--- src/rtl/multicycle_control_unit.sv ---
// Main controller FSM for the multicycle RV32I core: sequences each instruction through
// fetch/decode/execute/memory/writeback and drives every datapath strobe, select and ALU op.
module multicycle_control_unit #(
  parameter bit MEM_HANDSHAKE   = 1'b1,
  parameter bit TRAP_ON_ILLEGAL = 1'b1
) (
  input  logic        i_clk,
  input  logic        i_rst_n,
  input  logic [31:0] i_instr,
  input  logic        i_zero,
  input  logic        i_mem_ready,
  output logic        o_pc_write,
  output logic        o_adr_src,
  output logic        o_mem_read,
  output logic        o_mem_write,
  output logic        o_ir_write,
  output logic        o_reg_write,
  output logic [1:0]  o_result_src,
  output logic [1:0]  o_alu_src_a,
  output logic [1:0]  o_alu_src_b,
  output logic [2:0]  o_imm_src,
  output logic [3:0]  o_alu_control,
  output logic        o_illegal,
  output logic [3:0]  o_state
);

  // LUI and AUIPC share S_UPPER (they differ only in source A) so the FSM fits 4 bits
  typedef enum logic [3:0] {
    S_BOOT, S_FETCH, S_DECODE, S_MEMADR, S_MEMREAD, S_MEMWB, S_MEMWRITE, S_EXECR,
    S_EXECI, S_ALUWB, S_BRANCH, S_JAL, S_JALR, S_JALRLINK, S_UPPER, S_HALT
  } state_t;

  localparam logic [6:0] OP_LOAD   = 7'b0000011;
  localparam logic [6:0] OP_STORE  = 7'b0100011;
  localparam logic [6:0] OP_R      = 7'b0110011;
  localparam logic [6:0] OP_I      = 7'b0010011;
  localparam logic [6:0] OP_BRANCH = 7'b1100011;
  localparam logic [6:0] OP_JAL    = 7'b1101111;
  localparam logic [6:0] OP_JALR   = 7'b1100111;
  localparam logic [6:0] OP_LUI    = 7'b0110111;
  localparam logic [6:0] OP_AUIPC  = 7'b0010111;

  localparam logic [3:0] ALU_AND  = 4'b0000;
  localparam logic [3:0] ALU_OR   = 4'b0001;
  localparam logic [3:0] ALU_ADD  = 4'b0010;
  localparam logic [3:0] ALU_SUB  = 4'b0110;
  localparam logic [3:0] ALU_SLT  = 4'b0111;
  localparam logic [3:0] ALU_SLTU = 4'b1111;
  localparam logic [3:0] ALU_XOR  = 4'b1010;
  localparam logic [3:0] ALU_SLL  = 4'b1000;
  localparam logic [3:0] ALU_SRL  = 4'b1001;
  localparam logic [3:0] ALU_SRA  = 4'b0011;

  state_t      r_state;
  state_t      w_next;
  state_t      w_dec_next;
  logic        w_dec_ok;
  logic [2:0]  w_imm_src;
  logic [3:0]  w_alu_op;
  logic [3:0]  w_branch_op;
  logic        w_taken;
  logic        w_ready;
  logic [6:0]  w_opcode;
  logic [2:0]  w_funct3;
  logic        w_unused;

  assign w_opcode = i_instr[6:0];
  assign w_funct3 = i_instr[14:12];
  assign w_ready  = MEM_HANDSHAKE ? i_mem_ready : 1'b1;
  assign w_unused = ^{i_instr[31], i_instr[29:15], i_instr[11:7]};
  assign o_state  = r_state;

  always_ff @(posedge i_clk or negedge i_rst_n) begin
    if (!i_rst_n) r_state <= S_BOOT;
    else          r_state <= w_next;
  end

  // Opcode decode: DECODE successor, legality of funct3 and immediate format
  always_comb begin
    w_dec_next = S_FETCH;
    w_dec_ok   = 1'b1;
    w_imm_src  = 3'b000;
    case (w_opcode)
      OP_LOAD:   begin w_dec_next = S_MEMADR;
                       w_dec_ok = (w_funct3 != 3'b011) && (w_funct3[2:1] != 2'b11); end
      OP_STORE:  begin w_dec_next = S_MEMADR; w_imm_src = 3'b001;
                       w_dec_ok = !w_funct3[2] && (w_funct3[1:0] != 2'b11); end
      OP_R:      w_dec_next = S_EXECR;
      OP_I:      w_dec_next = S_EXECI;
      OP_BRANCH: begin w_dec_next = S_BRANCH; w_imm_src = 3'b010;
                       w_dec_ok = (w_funct3[2:1] != 2'b01); end
      OP_JAL:    begin w_dec_next = S_JAL; w_imm_src = 3'b011; end
      OP_JALR:   begin w_dec_next = S_JALR; w_dec_ok = (w_funct3 == 3'b000); end
      OP_LUI,
      OP_AUIPC:  begin w_dec_next = S_UPPER; w_imm_src = 3'b100; end
      default:   w_dec_ok = 1'b0;
    endcase
  end

  always_comb begin
    w_alu_op = ALU_ADD;
    case (w_funct3)
      3'b000: w_alu_op = (r_state == S_EXECR && i_instr[30]) ? ALU_SUB : ALU_ADD;
      3'b001: w_alu_op = ALU_SLL;
      3'b010: w_alu_op = ALU_SLT;
      3'b011: w_alu_op = ALU_SLTU;
      3'b100: w_alu_op = ALU_XOR;
      3'b101: w_alu_op = i_instr[30] ? ALU_SRA : ALU_SRL;
      3'b110: w_alu_op = ALU_OR;
      3'b111: w_alu_op = ALU_AND;
      default: w_alu_op = ALU_ADD;
    endcase
  end

  // Equality branches test zero of SUB; ordered branches test zero of SLT/SLTU (zero = not less)
  assign w_branch_op = !w_funct3[2] ? ALU_SUB : (w_funct3[1] ? ALU_SLTU : ALU_SLT);
  assign w_taken     = w_funct3[2] ? (i_zero == w_funct3[0]) : (i_zero ^ w_funct3[0]);

  always_comb begin
    w_next        = r_state;
    o_pc_write    = 1'b0;
    o_adr_src     = 1'b0;
    o_mem_read    = 1'b0;
    o_mem_write   = 1'b0;
    o_ir_write    = 1'b0;
    o_reg_write   = 1'b0;
    o_result_src  = 2'b00;
    o_alu_src_a   = 2'b00;
    o_alu_src_b   = 2'b00;
    o_imm_src     = 3'b000;
    o_alu_control = ALU_ADD;
    o_illegal     = 1'b0;
    case (r_state)
      S_BOOT: w_next = S_FETCH;
      S_FETCH: begin
        o_mem_read = 1'b1; o_alu_src_b = 2'b10; o_result_src = 2'b10;
        if (w_ready) begin
          o_ir_write = 1'b1; o_pc_write = 1'b1; w_next = S_DECODE;
        end
      end
      S_DECODE: begin
        o_alu_src_a = 2'b01; o_alu_src_b = 2'b01; o_imm_src = w_imm_src;
        w_next = w_dec_ok ? w_dec_next : (TRAP_ON_ILLEGAL ? S_HALT : S_FETCH);
      end
      S_MEMADR: begin
        o_alu_src_a = 2'b10; o_alu_src_b = 2'b01; o_imm_src = w_imm_src;
        w_next = w_opcode[5] ? S_MEMWRITE : S_MEMREAD;
      end
      S_MEMREAD: begin
        o_adr_src = 1'b1; o_mem_read = 1'b1;
        if (w_ready) w_next = S_MEMWB;
      end
      S_MEMWB: begin
        o_result_src = 2'b01; o_reg_write = 1'b1; w_next = S_FETCH;
      end
      S_MEMWRITE: begin
        o_adr_src = 1'b1; o_mem_write = 1'b1;
        if (w_ready) w_next = S_FETCH;
      end
      S_EXECR: begin
        o_alu_src_a = 2'b10; o_alu_control = w_alu_op; w_next = S_ALUWB;
      end
      S_EXECI: begin
        o_alu_src_a = 2'b10; o_alu_src_b = 2'b01; o_imm_src = w_imm_src;
        o_alu_control = w_alu_op; w_next = S_ALUWB;
      end
      S_ALUWB: begin
        o_reg_write = 1'b1; w_next = S_FETCH;
      end
      S_BRANCH: begin
        o_alu_src_a = 2'b10; o_alu_control = w_branch_op; o_pc_write = w_taken;
        w_next = S_FETCH;
      end
      S_JAL: begin
        o_alu_src_a = 2'b01; o_alu_src_b = 2'b10; o_pc_write = 1'b1; w_next = S_ALUWB;
      end
      S_JALR: begin
        o_alu_src_a = 2'b10; o_alu_src_b = 2'b01; o_imm_src = w_imm_src;
        o_result_src = 2'b10; o_pc_write = 1'b1; w_next = S_JALRLINK;
      end
      S_JALRLINK: begin
        o_alu_src_a = 2'b01; o_alu_src_b = 2'b10; w_next = S_ALUWB;
      end
      S_UPPER: begin
        o_alu_src_a = w_opcode[5] ? 2'b11 : 2'b01; o_alu_src_b = 2'b01;
        o_imm_src = w_imm_src; w_next = S_ALUWB;
      end
      S_HALT: o_illegal = 1'b1;
      default: w_next = S_BOOT;
    endcase
  end

endmodule

--- config.mk ---
export PLATFORM = sky130hd
export DESIGN_NAME = multicycle_control_unit
export DESIGN_NICKNAME = d
export VERILOG_FILES = /design/src/rtl/multicycle_control_unit.sv
export SDC_FILE = /design/constraint.sdc
export NUM_CORES = 1
export LEC_CHECK = 0
export CAP_MARGIN = 20
export CORE_ASPECT_RATIO = 0.8
export CORE_UTILIZATION = 36
export DETAILED_ROUTE_END_ITERATION = 10
export GPL_ROUTABILITY_DRIVEN = 0
export PLACE_DENSITY = 0.76
export SETUP_SLACK_MARGIN = 0.2
export SYNTH_ARGS = -nofsm -noshare
export SYNTH_HDL_FRONTEND = slang
export SYNTH_SLANG_ARGS = --single-unit
--- constraint.sdc ---
create_clock -name i_clk -period 1.5 [get_ports i_clk]
set_input_delay 0.15 -clock i_clk [delete_from_list [all_inputs] [get_ports i_clk]]
set_output_delay 0.15 -clock i_clk [all_outputs]
set_load 0.1 [all_outputs]
==> impl_metrics.ini, run 1 <==
[clock_tree]
cts-root-buf = clkbuf_4
cts_buffers = 3
cts.htree.levels = 1
cts_max_path_buffers = 2
clock_sinks = 4
ctsHoldBuffers = 0

[logic_synthesis]
synth_top_area_share_pct = 10.81
synth_area_um2 = 925.9
yosys_warnings = 0
ys_seq_area_share_pct = 10.81
synth_compound_area_share_pct = 33.11
synthMuxAreaShare_pct = 0
synth.distinct_cells = 46
syn_area_per_cell_um2 = 6.858
synth_edf_count = 0
synth_fa_ha_area_share_pct = 0
ys_ff_latch = 4
postSynthCellCount = 135
synth.area.top_cells = dfrtp_1 (11%), nand2_1 (6.5%), a21oi_1 (5.9%)
yosys_most_used_dff = dfrtp_1
synth_top_family_by_area = simple AND/OR/NAND/NOR gates
synth-xor-area-share_pct = 5.676
async_reset_ff_share_pct = 100.0
synthSimpleGateAreaFrac_pct = 40.81
synth_nets = 171
synth_top_cell_by_area = dfrtp_1

[outcome]
firstError = [ERROR GRT-0232] Routing congestion too high. Check the congestion heatmap in the GUI.
outcome = aborted with a tool error
lastStage = 5_1_grt

[floorplan]
rows = 16
initial_core_util_pct = 37.91
chipHeight_um = 47.36
ios = 60
die_w_um = 58.70

[placed_design]
io_buffers = 38
dp_hpwl_um = 3874

[global_route]
grt_overflow_total = 43
grt_max_degree = 14
grtUsageTotal_pct = 77.71
## synthesized netlist by cell type (all sizes together), types with 3 or more instances
library cell and n:
a21oi 11, a31oi 4, buf 10, dfrtp 4
inv 7, nand2 16, nand2b 7, nor2 11
nor3 6, o21ai 11, o22a 3, o22ai 3
or2 3, xor2 4
## repair_timing
item,in CTS
resized for setup,32
gates cloned,0
buffers inserted,6
setup endpoints to repair,25
pin swaps,16
## metrics by stage
stage | worst slack, ns | cells | hold WS, ns | cell area (um2) | util (%)
after detailed placement | -0.3867 | 254 | 0.3654 | 2193 | 89.81
after global placement | -0.2548 | 254 | 0.3577 | 2193 | 89.81
after CTS | -0.4435 | 263 | 0.1022 | 2357 | 96.52
after floorplan | -0.8178 | 135 | -0.1456 | 1212 | -
## cells by family after synthesis
| group | count (synthesis) |
|---|---|
| simple gates | 62 |
| compound gates | 46 |
| buf+inv | 17 |
| xor+xnor | 6 |
| flops | 4 |
## layer usage
layer / GRT overflow / GRT usage [%]
met2: 22 / 99.08
met4: 21 / 93.33
met1: 0 / 75.24
met5: 0 / 12.50
met3: 0 / 57.30
==> run 2, diff against run 1 <==
--- a/config.mk
+++ b/config.mk
@@ -6,12 +6,11 @@
 export NUM_CORES = 1
 export LEC_CHECK = 0
 export CAP_MARGIN = 20
-export CORE_ASPECT_RATIO = 0.8
-export CORE_UTILIZATION = 36
+export CORE_AREA = 2 2 63 65
 export DETAILED_ROUTE_END_ITERATION = 10
+export DIE_AREA = 0 0 65 67
 export GPL_ROUTABILITY_DRIVEN = 0
-export PLACE_DENSITY = 0.76
-export SETUP_SLACK_MARGIN = 0.2
+export PLACE_DENSITY_LB_ADDON = 0.15
 export SYNTH_ARGS = -nofsm -noshare
 export SYNTH_HDL_FRONTEND = slang
 export SYNTH_SLANG_ARGS = --single-unit
==> impl_metrics.ini, run 2 <==
[floorplan]
ios = 60
core_area_um2 = 3606
rows = 22
initial_core_util_pct = 25.68
die_w_um = 65
die_area_um2 = 4355
chipHeight_um = 67

[power]
p_per_area_nw_per_um2 = 2394
p_leak_nw = 1.113
vdd_ir_drop_max_mv = 1.063

[timing]
relSlewSlack_pct = 75.26
final_hold_viol_count = 0
min_period_over_period_pct = 124.4
min_period_ns = 1.866
setup_viol = 23
finalClockSkew_ns = 0.004577
fin_hold_ws_ns = 0.1415
maxSlewViolCount = 0
setup_ws_ns = -0.3656
worst_slew_pin_slew_ns = 0.3712
fmax_mhz = 536.0
rsz0062_at_grt = yes

[global_route]
grt_overflow_total = 0
grt_pass1_vias = 1466
grt_pass1_wl_um = 6589
antenna_found_initial = 0
grt_max_degree = 12
grtUsageTotal_pct = 19.22

[outcome]
outcome = finished with violations
violations = setup timing

[route]
drt-pass1-iter-count = 4
drt-total-wl_um = 4446
num_vias = 1454
drc = 0
vias_per_cell = 5.066
drtIter0Drc = 45
wl_per_cell_um = 15.49
ant_nets = 0

[logic_synthesis]
async_reset_ff_share_pct = 100.0
synth.distinct_cells = 46
yosys_most_used_dff = dfrtp_1
synth_most_common_cell = nand2_1
syn_area_per_cell_um2 = 6.858
ys_ff_latch = 4
postSynthCellCount = 135
yosys_warnings = 0
synth_top_cell_by_area = dfrtp_1
synth_edf_count = 0
ys_seq_area_share_pct = 10.81
synth_area_um2 = 925.9
synth_top_area_share_pct = 10.81
synth.area.top_cells = dfrtp_1 (11%), nand2_1 (6.5%), a21oi_1 (5.9%)
yosys-top-cells-count = nand2_1 (16), a21oi_1 (11), nor2_1 (11), o21ai_0 (10), buf_2 (8)
synth_nets = 171

[critical_path]
cp-startpoint = o_state[1]
path_max_fanout = 6
r2r-start = o_state[0]
worstSetupEndpointType = output pin
criticalPathCategory = flip-flop to output pin
crit_arrival_ns = 1.72
rr_endpoint = o_state[1]
cp.required_ns = 1.35
r2r_slack_ns = -0.14
start_kind = flip-flop
endpoint = o_alu_control[2]
reg2regPathDepth = 7

[clock_tree]
ctsHoldBuffers = 0
cts_max_path_buffers = 2
cts_buffers = 3
cts.htree.levels = 1
cts-root-buf = clkbuf_8
clock_sinks = 4
cts_tree = built
path_clk_slew_ns = 0.03
clk_latency_ns = 0.22

[cells_and_area]
drive_gt1_share_pct = 66.95
finalNonFillerCells = 287
n_antenna_cell = 0
areaGrowthSynthToFinish_pct = 183.0
fill_cells = 248
fin_nets = 277
final_cell_mix = buf_4 (54), buf_12 (26), buf_6 (15)
largest_reg_flops = 4
mostFrequentLayoutCell = buf_4

[min_path]
hold_class = input port to asynchronous set/reset pin

[placed_design]
io_buffers = 38
place_inst = 265
dp_hpwl_um = 2923

[run]
drv_cap = 0
[run 2: how the worst min path moves through the flow]
stage               slack [ns]  startpoint         end
floorplan                -0.15     i_rst_n  o_state[0]
global placement          0.37     i_rst_n  o_state[2]
detailed placement        0.37     i_rst_n  o_state[1]
CTS                       0.15     i_rst_n  o_state[1]
global route              0.16     i_rst_n  o_state[1]
finish                    0.14     i_rst_n  o_state[1]
[run 2: through the flow]
step	utilization [%]	cell area, um2	setup WS, ns	total power, W	TNS, ns
CTS	67.97	2451	-0.3750	0.005810	-4.555
global placement	61.38	2213	-0.2604	0.005092	-2.397
detailed placement	61.38	2213	-0.2682	0.005156	-2.747
global route	72.66	2620	-0.4012	0.006479	-6.398
finish	72.66	2620	-0.3656	0.006271	-5.438
floorplan	-	1212	-0.8178	0.003409	-9.394
[run 2: kinds of logic after synthesis]
group / count (synthesis) / synth area share (%)
AO/OA/AOI/OAI: 46 / 33.11
XOR/XNOR: 6 / 5.676
buffers and inverters: 17 / 9.595
flip-flops: 4 / 10.81
AND/OR/NAND/NOR: 62 / 40.81
[run 2: layout make-up]
| type | instances | area, um2 | area share, % |
|---|---|---|---|
| repair buffers | 111 | 1272 | 48.57 |
| clock buffers | 3 | 41.29 | 1.576 |
| multi-input cells | 114 | 1094 | 41.74 |
| flip-flops and latches | 4 | 115.1 | 4.393 |
| inverters | 7 | 37.54 | 1.433 |
| well taps | 48 | 60.06 | 2.292 |
[run 2: timing repair]
item                       CTS  global route
pin swaps                   16            10
gates resized for setup     31            23
setup buffers               13             9
cloned                       0             1
setup endpoints to repair   23            24
[run 2: critical path, cell delays in order (launching register included)]
cell	delay, ns
dfrtp_4	0.50
or2_4	0.27
o22a_4	0.27
o32ai_4	0.25
buf_12	0.21
[run 2: per-layer routing]
| metal | routed length [um] | global-route usage, % |
|---|---|---|
| met1 | 1715 | 20.12 |
| met2 | 2439 | 39.95 |
| met3 | 157 | 2.196 |
| met4 | 133 | 4.521 |
| met5 | 0 | 0 |
[run 2: where the power goes]
part           switching [W]  internal (W)
logic                0.00327       0.00248
clock network      0.0000590      0.000171
registers          0.0000999      0.000188
total                0.00343       0.00284
Power figures use the tool's default switching activity.
